[config.mk]
export PLATFORM = sky130hd
export DESIGN_NAME = ddr_rd_fifo_reader_flat
export DESIGN_NICKNAME = d
export VERILOG_FILES = /design/src/rtl/ddr_rd_fifo_reader_if.sv /design/src/rtl/ddr_rd_fifo_reader.sv /design/src/flat_wrapper.sv
export SDC_FILE = /design/constraint.sdc
export NUM_CORES = 1
export LEC_CHECK = 0
export ABC_AREA = 1
export BUFFER_PORTS_ARGS = -buffer_cell sky130_fd_sc_hd__buf_2
export CORE_ASPECT_RATIO = 0.6
export CORE_MARGIN = 3
export CORE_UTILIZATION = 55
export CTS_BUF_LIST = sky130_fd_sc_hd__clkbuf_8
export DETAILED_ROUTE_END_ITERATION = 6
export PLACE_DENSITY = 0.75
export SLEW_MARGIN = 5
export SYNTH_ARGS = -nofsm -noshare
export SYNTH_HDL_FRONTEND = slang
export SYNTH_SLANG_ARGS = --single-unit
[constraint.sdc]
create_clock -name rd_clk -period 5.6 [get_ports rd_clk]
set_input_delay 0.56 -clock rd_clk [delete_from_list [all_inputs] [get_ports rd_clk]]
set_output_delay 0.56 -clock rd_clk [all_outputs]
set_load 0.005 [all_outputs]
[src/rtl/ddr_rd_fifo_reader_if.sv]
// ddr_rd_fifo_reader_if: FIFO read port and RGB565 pixel stream between the reader and its neighbours
interface ddr_rd_fifo_reader_if #(
  parameter int c_DATA_WIDTH = 32,
  parameter int c_PIX_WIDTH  = 16
);
  logic                    fifo_rd_en;
  logic [c_DATA_WIDTH-1:0] fifo_rd_data;
  logic                    fifo_rd_empty;
  logic                    pix_valid;
  logic                    pix_ready;
  logic [c_PIX_WIDTH-1:0]  pix_data;
  logic                    pix_sof;
  logic                    pix_eol;
  logic                    pix_eof;
  modport master (
    output fifo_rd_en, input fifo_rd_data, input fifo_rd_empty,
    output pix_valid, input pix_ready, output pix_data, output pix_sof, output pix_eol, output pix_eof
  );
  modport slave (
    input fifo_rd_en, output fifo_rd_data, output fifo_rd_empty,
    input pix_valid, output pix_ready, input pix_data, input pix_sof, input pix_eol, input pix_eof
  );
endinterface

[src/rtl/ddr_rd_fifo_reader.sv]
// ddr_rd_fifo_reader: reads one frame of 32-bit FIFO words and unpacks them into a framed RGB565 pixel stream
module ddr_rd_fifo_reader #(
  parameter int c_DATA_WIDTH = 32,
  parameter int c_PIX_WIDTH  = 16,
  parameter int c_H_ACTIVE   = 1280,
  parameter int c_V_ACTIVE   = 720
) (
  input  logic                        rd_clk,
  input  logic                        rd_rst,
  input  logic                        frame_start,
  ddr_rd_fifo_reader_if.master        bus,
  output logic                        frame_done,
  output logic                        underflow,
  output logic                        busy
);
  localparam int c_WORDS = c_H_ACTIVE * c_V_ACTIVE / 2;
  localparam int c_XW    = $clog2(c_H_ACTIVE);
  localparam int c_YW    = $clog2(c_V_ACTIVE);
  localparam int c_RW    = $clog2(c_WORDS + 1);
  typedef enum logic {IDLE, RUN} state_t;
  state_t                  state_q, state_d;
  logic [c_XW-1:0]         x_cnt_q, x_cnt_d;
  logic [c_YW-1:0]         y_cnt_q, y_cnt_d;
  logic [c_RW-1:0]         req_q, req_d;
  logic [c_DATA_WIDTH-1:0] q0_q, q0_d, q1_q, q1_d;
  logic [1:0]              q_cnt_q, q_cnt_d, wr_idx;
  logic                    half_q, half_d;
  logic                    infl_q, infl_d;
  logic                    started_q, started_d;
  logic                    underflow_q, underflow_d;
  logic                    frame_done_q, frame_done_d;
  logic                    run, eol, eof, accept, pop, push, rd_en;
  always_comb begin
    run = state_q == RUN;
    eol = x_cnt_q == c_XW'(c_H_ACTIVE - 1);
    eof = eol && y_cnt_q == c_YW'(c_V_ACTIVE - 1);
    bus.pix_valid = run && q_cnt_q != 2'd0;
    bus.pix_data  = !bus.pix_valid ? '0 : half_q ? q0_q[c_DATA_WIDTH-1 -: c_PIX_WIDTH] : q0_q[c_PIX_WIDTH-1:0];
    bus.pix_sof   = bus.pix_valid && x_cnt_q == '0 && y_cnt_q == '0;
    bus.pix_eol   = bus.pix_valid && eol;
    bus.pix_eof   = bus.pix_valid && eof;
    accept = bus.pix_valid && bus.pix_ready;
    pop    = accept && half_q;
    // A word returning in the restart cycle belongs to the old frame; the restart cycle issues no read
    push   = infl_q && !frame_start;
    rd_en  = run && !frame_start && !bus.fifo_rd_empty &&
             ({1'b0, q_cnt_q} + {2'b00, infl_q} < 3'd2) && req_q < c_RW'(c_WORDS);
    bus.fifo_rd_en = rd_en;
    wr_idx   = q_cnt_q - {1'b0, pop};
    q0_d     = push && wr_idx == 2'd0 ? bus.fifo_rd_data : pop ? q1_q : q0_q;
    q1_d     = push && wr_idx == 2'd1 ? bus.fifo_rd_data : q1_q;
    q_cnt_d  = frame_start ? 2'd0 : q_cnt_q + {1'b0, push} - {1'b0, pop};
    infl_d   = rd_en;
    req_d    = frame_start ? '0 : req_q + c_RW'(rd_en);
    half_d   = !frame_start && (half_q ^ accept);
    x_cnt_d  = frame_start ? '0 : !accept ? x_cnt_q : eol ? '0 : x_cnt_q + c_XW'(1);
    y_cnt_d  = frame_start ? '0 : !(accept && eol) ? y_cnt_q : eof ? '0 : y_cnt_q + c_YW'(1);
    started_d    = !frame_start && (started_q || accept);
    underflow_d  = !frame_start && (underflow_q || (run && bus.pix_ready && !bus.pix_valid && started_q));
    frame_done_d = accept && eof;
    state_d      = frame_start ? RUN : accept && eof ? IDLE : state_q;
    busy       = run;
    underflow  = underflow_q;
    frame_done = frame_done_q;
  end
  always_ff @(posedge rd_clk or posedge rd_rst) begin
    if (rd_rst) begin
      state_q      <= IDLE;
      x_cnt_q      <= '0;
      y_cnt_q      <= '0;
      req_q        <= '0;
      q0_q         <= '0;
      q1_q         <= '0;
      q_cnt_q      <= 2'd0;
      half_q       <= 1'b0;
      infl_q       <= 1'b0;
      started_q    <= 1'b0;
      underflow_q  <= 1'b0;
      frame_done_q <= 1'b0;
    end else begin
      state_q      <= state_d;
      x_cnt_q      <= x_cnt_d;
      y_cnt_q      <= y_cnt_d;
      req_q        <= req_d;
      q0_q         <= q0_d;
      q1_q         <= q1_d;
      q_cnt_q      <= q_cnt_d;
      half_q       <= half_d;
      infl_q       <= infl_d;
      started_q    <= started_d;
      underflow_q  <= underflow_d;
      frame_done_q <= frame_done_d;
    end
  end
endmodule

[src/flat_wrapper.sv]
// flat-port wrapper written by rule: the top's interface ports become plain ports
module ddr_rd_fifo_reader_flat 
#(
  parameter int c_DATA_WIDTH = 32,
  parameter int c_PIX_WIDTH  = 16,
  parameter int c_H_ACTIVE   = 1280,
  parameter int c_V_ACTIVE   = 720
)
  (rd_clk, rd_rst, frame_start, frame_done, underflow, busy, bus_fifo_rd_en, bus_fifo_rd_data, bus_fifo_rd_empty, bus_pix_valid, bus_pix_ready, bus_pix_data, bus_pix_sof, bus_pix_eol, bus_pix_eof);
  ddr_rd_fifo_reader_if #(.c_DATA_WIDTH(c_DATA_WIDTH), .c_PIX_WIDTH(c_PIX_WIDTH)) bus_i ();
  input  logic rd_clk;
  input  logic rd_rst;
  input  logic frame_start;
  output logic frame_done;
  output logic underflow;
  output logic busy;
  output wire logic [$bits(bus_i.fifo_rd_en)-1:0] bus_fifo_rd_en;
  input wire logic [$bits(bus_i.fifo_rd_data)-1:0] bus_fifo_rd_data;
  input wire logic [$bits(bus_i.fifo_rd_empty)-1:0] bus_fifo_rd_empty;
  output wire logic [$bits(bus_i.pix_valid)-1:0] bus_pix_valid;
  input wire logic [$bits(bus_i.pix_ready)-1:0] bus_pix_ready;
  output wire logic [$bits(bus_i.pix_data)-1:0] bus_pix_data;
  output wire logic [$bits(bus_i.pix_sof)-1:0] bus_pix_sof;
  output wire logic [$bits(bus_i.pix_eol)-1:0] bus_pix_eol;
  output wire logic [$bits(bus_i.pix_eof)-1:0] bus_pix_eof;
  assign bus_fifo_rd_en = bus_i.fifo_rd_en;
  assign bus_i.fifo_rd_data = bus_fifo_rd_data;
  assign bus_i.fifo_rd_empty = bus_fifo_rd_empty;
  assign bus_pix_valid = bus_i.pix_valid;
  assign bus_i.pix_ready = bus_pix_ready;
  assign bus_pix_data = bus_i.pix_data;
  assign bus_pix_sof = bus_i.pix_sof;
  assign bus_pix_eol = bus_i.pix_eol;
  assign bus_pix_eof = bus_i.pix_eof;
  ddr_rd_fifo_reader #(.c_DATA_WIDTH(c_DATA_WIDTH), .c_PIX_WIDTH(c_PIX_WIDTH), .c_H_ACTIVE(c_H_ACTIVE), .c_V_ACTIVE(c_V_ACTIVE)) u_core (.rd_clk(rd_clk), .rd_rst(rd_rst), .frame_start(frame_start), .bus(bus_i), .frame_done(frame_done), .underflow(underflow), .busy(busy));
endmodule
; Word level (Yosys, flattened, before mapping)
; Index checks and enable logic that the tools add are counted.
[word_totals]
output_inout_bits = 24
word_cells = 75
register_bits = 112
input_bits = 37
[classes]
bitwise_logic = 1
n_reduce_logical = 36
add_sub_neg = 7
order_cmp = 2
n_eq_ne = 3
n_mux = 14
[op_table]
columns = op, n
row1 = 32-bit 2-to-1 mux, 2
row2 = 11-bit 2-to-1 mux, 3
row3 = 16-bit 2-to-1 mux, 2
row4 = 10-bit 2-to-1 mux, 3
row5 = 1-bit logical AND, 23
row6 = 19-bit by 1-bit adder with 19-bit output, 1
row7 = "19-bit < comparator, second input constant", 1
row8 = 19-bit 2-to-1 mux, 1
row9 = "11-bit by 1-bit adder with 11-bit output, second input constant", 1
row10 = "11-bit == test, second input constant", 1
row11 = 11-bit logical NOT, 1
row12 = "10-bit by 1-bit adder with 10-bit output, second input constant", 1
row13 = "10-bit == test, second input constant", 1
row14 = 10-bit logical NOT, 1
row15 = 2-bit nonzero test, 5
row16 = 2-bit by 1-bit subtractor with 2-bit output, 2
row17 = 2-bit by 1-bit adder with 3-bit output, 1
row18 = 1-bit logical NOT, 3
row19 = "3-bit by 2-bit < comparator with 1-bit output, second input constant", 1
row20 = 2-bit by 1-bit adder with 2-bit output, 1
row21 = "2-bit by 1-bit == test with 1-bit output, second input constant", 1
row22 = 2-bit logical NOT, 1
row23 = 1-bit logical OR, 2
row24 = 1-bit 2-to-1 mux, 2
row25 = 2 further kinds, 2

; Longest topological paths before layout
[logic_depth]
word_depth = 8
ltp_mapped = 13
depth_no_buf = 13

; Least setup slack after synthesis
; No wires, ideal clock.
[synth_timing]
kind = input to register
startpoint = input frame_start
endpoint = register u_core.req_q[16]
t_arrival_ps = 2132
cell_stages = 13
path_buffers = 0
slack_ps = 3395
setup_time_ps = 72
required_time_ps = 5528
cell_sequence = inv_2 nand4_1 a21oi_1 ha_1 ha_1 nand3_1 nor2_1 nand2_1 nor2_1 nand2_1 nand2_1 nand2_1 nor2_1
[synth_between]
elab_chain_len = 7
[synth_rtl]
columns = item, line_no
row1 = start: declaration, flat_wrapper.sv:13  ; input logic frame_start;
row2 = 1-bit logical NOT, ddr_rd_fifo_reader.sv:46  ; rd_en = run && !frame_start && !bus.fifo_rd_empty &&
row3 = 1-bit logical AND (3 in a row), ddr_rd_fifo_reader.sv:46
row4 = 1-bit logical AND, ddr_rd_fifo_reader.sv:47  ; ({1'b0, q_cnt_q} + {2'b00, infl_q} < 3'd2) && req_q < c_RW'(c_WORDS);
row5 = via bus_fifo_rd_en, flat_wrapper.sv:17  ; output wire logic [$bits(bus_i.fifo_rd_en)-1:0] bus_fifo_rd_en;
row6 = 19-bit by 1-bit adder with 19-bit output, ddr_rd_fifo_reader.sv:54  ; req_d = frame_start ? '0 : req_q + c_RW'(rd_en);
row7 = 19-bit 2-to-1 mux, ddr_rd_fifo_reader.sv:54
row8 = via u_core.req_d[16], ddr_rd_fifo_reader.sv:24  ; logic [c_RW-1:0] req_q, req_d;
row9 = end signal: assignment, ddr_rd_fifo_reader.sv:84  ; req_q <= req_d;
row10 = end: declaration, ddr_rd_fifo_reader.sv:24
; The timed path passes the listed nets, and every way through them passes these cells.
; A chain may end at the register's enable or synchronous reset.

; Worst setup path after layout
[layout_timing]
startpoint = register u_core.half_q
endpoint = register u_core.q1_q[28]
[layout_between]
elab_chain_len = 4
[layout_rtl]
columns = item, line_no
row1 = start: declaration, ddr_rd_fifo_reader.sv:27  ; logic half_q, half_d;
row2 = start signal: assignment, ddr_rd_fifo_reader.sv:88  ; half_q <= half_d;
row3 = 1-bit logical AND, ddr_rd_fifo_reader.sv:43  ; pop = accept && half_q;
row4 = 2-bit by 1-bit subtractor with 2-bit output, ddr_rd_fifo_reader.sv:49  ; wr_idx = q_cnt_q - {1'b0, pop};
row5 = 2-bit by 1-bit == test with 1-bit output, ddr_rd_fifo_reader.sv:51  ; q1_d = push && wr_idx == 2'd1 ? bus.fifo_rd_data : q1_q;
row6 = 1-bit logical AND, ddr_rd_fifo_reader.sv:51
row7 = end signal: assignment, ddr_rd_fifo_reader.sv:86  ; q1_q <= q1_d;
row8 = end: declaration, ddr_rd_fifo_reader.sv:25  ; logic [c_DATA_WIDTH-1:0] q0_q, q0_d, q1_q, q1_d;
; No other way between the ends.

==> flow_summary_export.csv <==
group,metric,value,unit
yosys,synth_warnings,0,
route,drtIter0Drc,397,
timing,clock.fmax,0.2807,GHz
setup_path,crit_chain,"ha_1 -> ha_1 -> nor2_1 -> nor2_2 -> nand3_2 -> o21ai_0",
floorplan,start_util,0.5805,
timing,clock_skew,0.005563,ns
cts,h-tree-depth,3,
setup_path,arrival,3.80,ns
cells_and_area,drive_gt1_frac,0.1769,
yosys,async_reset_ff_frac,1.000,
power_and_ir_drop,p_leak,3.280,nW
floorplan,die_area,12040,sq um
power_and_ir_drop,p_switching,0.0004705,W
setup_path,critPathLaunchType,"flip-flop",
power_and_ir_drop,p_per_area,267.7,nW/um^2
power_and_ir_drop,finalPower,0.001711,W
floorplan,core.rowCount,28,
cells_and_area,regArea,2803,sq um
setup_path,crit-reg2reg-launch,"u_core.half_q$_DFF_PP0_",
setup_path,cp.required,5.84,ns
yosys,yosysMostFrequentCell,"nand2_1",
grt,grt_pass1_wl,22160,um
cts,clkSlewWorstSetupHoldPaths,0.10,ns
yosys,synth_top_cell_area_share,0.4752,
setup_path,critPathMostFrequentCell,"ha_1",
setup_path,rr_endpoint,"u_core.q1_q[28]$_DFFE_PP0P_",
yosys,synth_top_cell_by_area,"dfrtp_1",
hold_path,worstHoldEndpoint,"u_core.frame_done$_DFF_PP0_",
route,drt-total-wl,13450,um
setup_path,critPathKind,"reg -> reg",
timing,hold_ws,0.4200,ns
timing,setup_viol,0,
route,first_pass_iters,5,
yosys,synthTopCellsByCount,"nand2_1 (146), dfrtp_1 (112), inv_1 (96)",
yosys,synth-seq-cells,112,
yosys,synth_edf_count,0,
yosys,netlist_instances,703,
setup_path,reg2reg_depth,6,
cells_and_area,final_cells,881,
setup_path,worstSetupEndpointType,"flip-flop",
timing,worstMarginPinSlew,1.163,ns
cts,numCtsBuffers,9,
place,port_buffers,60,
route,ant_nets,0,
hold_path,min_path_cells,2,
route,wl_per_cell,15.27,um
cts,cts_setup_buffers,0,
power_and_ir_drop,internal_power,0.001240,W
power_and_ir_drop,ir_worst_vdd,0.1531,mV
timing,maxSlewHeadroom,0.2245,
cts,cts.sinks,112,
setup_path,cp-startpoint,"u_core.half_q$_DFF_PP0_",
place,hpwl,9156,um
grt,grt_remaining_overflow,0,
setup_path,max_stage_delay,0.87,ns
cts,cts-resized-gates,0,
status,status,"finished clean",
cells_and_area,area_growth,8.379,%
yosys,synth.avg_cell_area,8.390,sq um
yosys,yosysSeqAreaShare,0.4752,
yosys,synth-main-ff-cell,"dfrtp_1",
cells_and_area,antennaDiodeCount,0,
cts,cts_tree,"built",
cts,cts_buffer_depth,2,
power_and_ir_drop,p_seq_frac,0.579,
power_and_ir_drop,pwr-share-comb,0.157,
setup_path,cpMaxStageDelayCell,"dfrtp_1",
cts,hold_buffers,0,
yosys,syn-num-nets,750,
job,maxCapViolCount,0,
grt,antenna_found_initial,0,
cells_and_area,final_area,6392,sq um
cells_and_area,nets,792,
place,gp_congestion,0.8599,
grt,grt_usage,0.2270,
yosys,synthesis.area,5898,sq um
floorplan,ios,61,
floorplan,die_width,139.7,um
timing,min_period,3.562,ns
cts,clk_latency,0.37,ns
floorplan,die_height,86.22,um
cells_and_area,multi_input_area,2569,sq um
cts,cts_root_buf,"clkbuf_8",
timing,fin_crit_sh,0.6361,
route,vias,4853,
route,post-route-drc-count,0,
power_and_ir_drop,pwr-share-clk,0.264,
hold_path,hold_path.class,"in -> reg",
yosys,ys_top_cells_by_area,"dfrtp_1 (48%), nand2_1 (9.3%), nand3_1 (7.6%)",
timing,setup_tns,0,ns
grt,grt_pass1_vias,4529,
power_and_ir_drop,swShare,0.2750,
place,dp_cells,869,
timing,grt_setup_unrepaired,"no",
floorplan,core_area,10160,sq um
grt,grt_max_degree,97,
yosys,synthDistinctLibCells,34,
setup_path,ff2ff_setup_slack,2.04,ns
hold_path,worstHoldStart,"bus_pix_ready",
timing,slew_violations,0,
timing,finalHoldViolations,0,
setup_path,crit_fanout,64,
route,vias_per_cell,5.509,
place,placed_cell_area,6230,sq um
cells_and_area,nFillCells,904,
-- cell families (layout without fill, tap and decap cells) --
kind of cell | after synthesis | count (layout) | share of synthesized area
simple gates | 329 | 329 | 0.2423
buf+inv | 130 | 173 | 0.09058
flops | 112 | 112 | 0.4752
compound gates | 91 | 91 | 0.1179
mux | 16 | 16 | 0.03055
xor+xnor | 15 | 15 | 0.02227
fa+ha+maj | 10 | 10 | 0.02121
-- through the flow --
| stage | utilization | setup slack [ns] |
|---|---|---|
| after floorplan | - | 2.081 |
| after global placement | 0.6132 | 2.139 |
| after detailed placement | 0.6132 | 1.979 |
| after CTS | 0.6292 | 2.077 |
| after global routing | 0.6292 | 1.673 |
| final | 0.6292 | 2.038 |
-- layout by cell type, fill, tap and decap left out, drive strengths merged --
| master | n |
|---|---|
| nand4 | 7 |
| buf | 62 |
| nand3 | 91 |
| and2 | 1 |
| o21a | 1 |
| nor3b | 1 |
| inv | 99 |
| a21oi | 10 |
| o211ai | 32 |
| nor3 | 12 |
| ha | 10 |
| clkinv | 2 |
| bufinv | 1 |
| a21boi | 1 |
| nor4 | 1 |
| xnor2 | 5 |
| mux2 | 16 |
| o21ai | 46 |
| a31oi | 1 |
| dfrtp | 112 |
| nor2 | 68 |
| clkbuf | 9 |
| nand2 | 148 |
| xor2 | 10 |
-- final cells by class --
class                   instances  area share
repair buffers                 62     0.04932
flip-flops and latches        112      0.4384
inverters                      99     0.05852
multi-input cells             461      0.4018
clock inverters                 3    0.006068
well taps                     135     0.02642
clock buffers                   9     0.01938
-- power groups by stage --
stage | sequential, W | clock, W | combinational [W]
floorplan | 0.000978 | 0 | 0.000214
global placement | 0.00100 | 0 | 0.000254
detailed placement | 0.00100 | 0 | 0.000271
CTS | 0.000988 | 0.000460 | 0.000271
global route | 0.00100 | 0.000498 | 0.000305
finish | 0.000991 | 0.000451 | 0.000269
-- critical path: cells and delay by family (launching register included) --
kind / cells / cell delay (ns)
flip-flops: 1 / 0.87
AND/OR/NAND/NOR: 3 / 1.08
AO/OA/AOI/OAI: 1 / 0.60
adder cells (fa/ha/maj): 2 / 0.87
-- worst max-delay path by stage --
stage                             endpoint  cells past startpoint
6_report       u_core.q1_q[28]$_DFFE_PP0P_                      6
5_1_grt        u_core.q1_q[28]$_DFFE_PP0P_                      6
4_1_cts        u_core.q1_q[28]$_DFFE_PP0P_                      6
3_5_place_dp   u_core.q1_q[28]$_DFFE_PP0P_                     11
3_3_place_gp    u_core.q0_q[5]$_DFFE_PP0P_                     12
2_1_floorplan      u_core.busy$_DFFE_PP0P_                      1
-- sequential cells by signal, indices dropped and copies added, names as in the netlist --
signal,cells
u_core.infl_q,1
u_core.half_q,1
u_core.q0_q,32
u_core.started_q,1
u_core.underflow,1
u_core.frame_done,1
u_core.x_cnt_q,11
u_core.req_q,19
u_core.q_cnt_q,2
u_core.y_cnt_q,10
u_core.q1_q,32
u_core.busy,1
-- routing by layer --
layer	routed length [um]	share of wire	vias to the layer above	track usage
met2	5833	0.43	172	0.3328
met5	0	0	-	0
met1	6675	0.50	2320	0.3480
met4	163	0.012	0	0.05365
met3	777	0.058	15	0.04851
li1	-	-	2346	-
No activity file was read; power rests on OpenSTA's default activity.
